$ cat src/rtl/fifo_wptr_full.sv
// Write-side pointer and flag logic for the async FIFO, entirely in the wclk domain.
// Produces the RAM write port, the Gray write pointer and the full/almost-full/count/overflow status.
module fifo_wptr_full #(
    parameter int ADDRSIZE = 5,
    parameter int AF_LEVEL = 28
) (
    input  logic                wclk,
    input  logic                wrst,
    input  logic                winc,
    input  logic [ADDRSIZE:0]   rptr,
    output logic [ADDRSIZE-1:0] waddr,
    output logic                wclken,
    output logic [ADDRSIZE:0]   wptr,
    output logic                wfull,
    output logic                walmost_full,
    output logic [ADDRSIZE:0]   wcount,
    output logic                woverflow
);

    localparam logic [ADDRSIZE:0] AF_THRESH = (ADDRSIZE + 1)'(AF_LEVEL);

    logic [ADDRSIZE:0] wbin;
    logic [ADDRSIZE:0] wq1_rptr;
    logic [ADDRSIZE:0] wq2_rptr;
    logic [ADDRSIZE:0] wbin_next;
    logic [ADDRSIZE:0] wgray_next;
    logic [ADDRSIZE:0] rbin_sync;
    logic [ADDRSIZE:0] fill_next;
    logic              wfull_next;

    assign waddr  = wbin[ADDRSIZE-1:0];
    assign wclken = winc & ~wfull;

    always_comb begin
        rbin_sync = '0;
        for (int i = 0; i <= ADDRSIZE; i++) begin
            rbin_sync[i] = ^(wq2_rptr >> i);
        end
    end

    always_comb begin
        wbin_next  = wbin + {{ADDRSIZE{1'b0}}, wclken};
        wgray_next = (wbin_next >> 1) ^ wbin_next;
        fill_next  = wbin_next - rbin_sync;
        // Full when the write pointer is one lap ahead of the synchronised read pointer.
        wfull_next = (wgray_next == {~wq2_rptr[ADDRSIZE:ADDRSIZE-1], wq2_rptr[ADDRSIZE-2:0]});
    end

    always_ff @(posedge wclk) begin
        if (wrst) begin
            wbin         <= '0;
            wptr         <= '0;
            wq1_rptr     <= '0;
            wq2_rptr     <= '0;
            wcount       <= '0;
            wfull        <= 1'b0;
            walmost_full <= 1'b0;
            woverflow    <= 1'b0;
        end else begin
            wq1_rptr     <= rptr;
            wq2_rptr     <= wq1_rptr;
            wbin         <= wbin_next;
            wptr         <= wgray_next;
            wcount       <= fill_next;
            wfull        <= wfull_next;
            walmost_full <= (fill_next >= AF_THRESH);
            woverflow    <= woverflow | (winc & wfull);
        end
    end

endmodule

$ cat config.mk
export PLATFORM = sky130hd
export DESIGN_NAME = fifo_wptr_full
export DESIGN_NICKNAME = d
export VERILOG_FILES = /design/src/rtl/fifo_wptr_full.sv
export SDC_FILE = /design/constraint.sdc
export NUM_CORES = 1
export LEC_CHECK = 0
export ABC_AREA = 1
export BUFFER_PORTS_ARGS = -buffer_cell sky130_fd_sc_hd__buf_2
export CORE_ASPECT_RATIO = 1.4
export CORE_MARGIN = 3
export CORE_UTILIZATION = 30
export DETAILED_ROUTE_END_ITERATION = 12
export GPL_TIMING_DRIVEN = 0
export PLACE_DENSITY = 0.6
export SYNTH_ARGS = -nofsm -noshare
export SYNTH_HDL_FRONTEND = slang
export SYNTH_SLANG_ARGS = --single-unit
$ cat constraint.sdc
create_clock -name wclk -period 2.58 [get_ports wclk]
set_input_delay 0.129 -clock wclk [delete_from_list [all_inputs] [get_ports wclk]]
set_output_delay 0.129 -clock wclk [all_outputs]
set_load 0.01 [all_outputs]
==> results.yml <==
clock_network:
  cts_tree: "yes"
  htree_levels: 2
  post_cts_buffers: 0
  clk_pin_slew_worst_paths_ps: 70
  clockBufferDepth: 2
  cts-root-buf: "clkbuf_8"
  numCtsBuffers: 5
  clock_latency_ps: 290
  clkSinkCount: 32
floorplan:
  dieWidth_um: 66.14
  core_area_um2: 4880
  rows: 30
  dieArea_um2: 5965
  io_pins: 30
  die_y_um: 90.19
  start_util_pct: 31.13
synth:
  syn_inst: 206
  yosys-top-cells-area: "dfxtp_1, nand2_1, inv_1"
  yosys_warnings: 0
  synth_top_area_cell: "dfxtp_1"
  avgSynthCellArea_um2: 7.374
  ys_seq_area_share_pct: 42.17
  synth_seq_cells: 32
  synth_top_area_share_pct: 42.17
  ys_types: 23
  synth_nets: 222
  synth_area_um2: 1519
final_layout:
  regArea_um2: 640.6
  area_growth_pct: 23.31
  diodes: 0
  finish.instance_area_um2: 1873
  final_cells: 307
  final_nets: 258
  drive_gt1_share_pct: 21.81
  postLayoutCoreUtil_pct: 38.38
  fill_cells: 542
  multi_input_area_um2: 749.5
detailed_routing:
  drt-total-wl_um: 3068
  vias_per_cell: 4.147
  first_pass_iters: 4
  routed_wire_length_per_instance_um: 9.993
  ant_nets: 0
  dr_total_vias: 1273
  drcViolationCount: 0
  drt_iter0_drc: 30
run_status:
  status: "finished clean"
timing:
  setup_viol_count_final: 0
  period_needed_ps: 2383
  clock_skew_ps: 6.638
  timing.fmax_mhz: 419.6
  worst_pin_slew_ps: 497.0
  hold_violations: 0
  rsz0062_at_grt: "false"
  period_share_pct: 92.37
  slew_headroom_pct: 66.87
  slew_viol_final: 0
  fin_setup_tns_ps: 0
global_route:
  grt_pass1_wl_um: 5147
  overflow: 0
  grt_pass1_vias: 1216
  antenna_found_initial: 0
  grt_max_degree: 12
  grt_usage_pct: 11.32
placed_design:
  io_buffer_count: 29
  dp_cells: 299
  place_hpwl_um: 2328
  place_area_um2: 1744
  gp_congestion: 0.8334
critical_path:
  critical_path.cell_chain: "xnor2_2 > xnor2_2 > xor2_1 > inv_1 > ha_1 > inv_1 > fa_1 > a31oi_1 > nand2_1 > nand2_1 > nor2_2 > nand2_1 > nand2_1"
  cp_slowest_stage_delay_ps: 410
  path_class: "reg2reg"
  path_buf_inv: 2
  slowest_stage: "fa_1"
  ff2ff_setup_slack_ps: 200
  cp_top_family: "XOR/XNOR gates"
  cp.required_ps: 2770
  cp_max_fo: 4
  arrival_ps: 2570
  worst_path_most_repeated_cell: "nand2_1"
  crit_path_end_kind: "register"
  start_kind: "register"
power:
  p_total_uw: 1288
  power_frac_seq_pct: 42.9
  switching_share_pct: 27.59
  power_density_nw_per_um2: 687.6
  p_leak_uw: 0.0009567
  internal_power_uw: 932.6
  clkPwrFrac_pct: 37.2
  ir_worst_vdd_v: 0.0002717
  switchingPower_uw: 355.3
  power_frac_comb_pct: 19.9
worst_hold_path:
  hold_class: "in2reg"
flow_run:
  cap_violations: 0
[placed cells by master (no fill, tap or decap), types with 2 or more instances in the layout]
cell type	count
nand2_1	48
dfxtp_1	32
inv_1	31
nor2_1	31
buf_2	29
nand3_1	20
xor2_1	6
a21oi_1	6
nand2_2	5
clkbuf_8	5
xnor2_1	3
clkbuf_1	3
ha_1	3
xnor2_2	2
nand4_1	2
nor2_2	2
ha_2	2
[synth_stat cells]
master and count:
fa_1 1, nor2_2 2, nand3_1 20, dfxtp_1 32
clkinv_1 1, a21oi_1 6, nor2_4 1, nand2_1 48
xor2_1 6, nand4_1 2, a21o_1 1, buf_6 1
xnor2_1 3, xnor2_2 2, nor2_1 31, inv_1 31
nand3b_1 1, nand2_2 5, ha_1 6, a31oi_1 1
inv_2 1, nand3_2 1, clkbuf_1 3
[flip-flops by register name, summed over array words and instances (netlist names)]
name / count
walmost_full: 1
wq1_rptr: 6
wptr: 6
wcount: 6
wq2_rptr: 6
wfull: 1
woverflow: 1
wbin: 5
[kinds of logic (layout without fill, tap and decap cells)]
logic type | Yosys count | count (layout) | share of synthesized area (%)
simple gates | 111 | 111 | 31.71
xor+xnor | 11 | 11 | 7.331
compound gates | 8 | 8 | 2.884
flops | 32 | 32 | 42.17
buf+inv | 37 | 74 | 9.637
fa+ha+maj | 7 | 7 | 6.260
[area by class of cell]
type	instances	share of cell area, %
inverters	33	6.613
clock inverters	3	2.271
flip-flops and latches	32	34.20
plain buffers	4	1.202
multi-input cells	137	40.01
well taps	64	4.275
clock buffers	5	3.674
repair buffers	29	7.749
[metal layers]
metal	wire [um]	vias up	GRT usage, %
met2	1621	29	19.72
met5	0	-	0
met3	123	8	2.875
met4	81	0	7.627
li1	-	696	-
met1	1241	540	11.31
[path summary, 6_finish.rpt]
check / start / endpoint / cells after the start
setup reg to reg: wq2_rptr[5] / walmost_full / 13
hold reg to reg: wq1_rptr[1] / wq2_rptr[1] / 2
setup / recovery: wq2_rptr[5] / walmost_full / 13
hold / removal: rptr[2] / wq1_rptr[2] / 3
[power by group through the flow]
stage / registers, uW / logic, uW / clock network (uW)
floorplan: 584 / 158 / 0
global placement: 564 / 248 / 0
detailed placement: 564 / 253 / 0
CTS: 553 / 254 / 496
global route: 557 / 297 / 512
finish: 553 / 256 / 479
[worst min-delay path: stages]
cell    delay [ps]
buf_2           70
inv_1           30
nor2_1          60
[metrics by stage]
step                      hold slack, ps  worst slack (ps)
after detailed placement           334.5             160.5
after floorplan                    236.0             326.4
final                              37.59             196.8
after global placement             333.8             202.5
after global routing               36.26             23.48
after CTS                          29.01             144.6
[timing repair]
action | CTS | global route
gates resized for setup | 0 | 3
endpoints found under the setup margin | 0 | 2
hold buffers | 0 | 0
(Power assumes the default switching activity.)
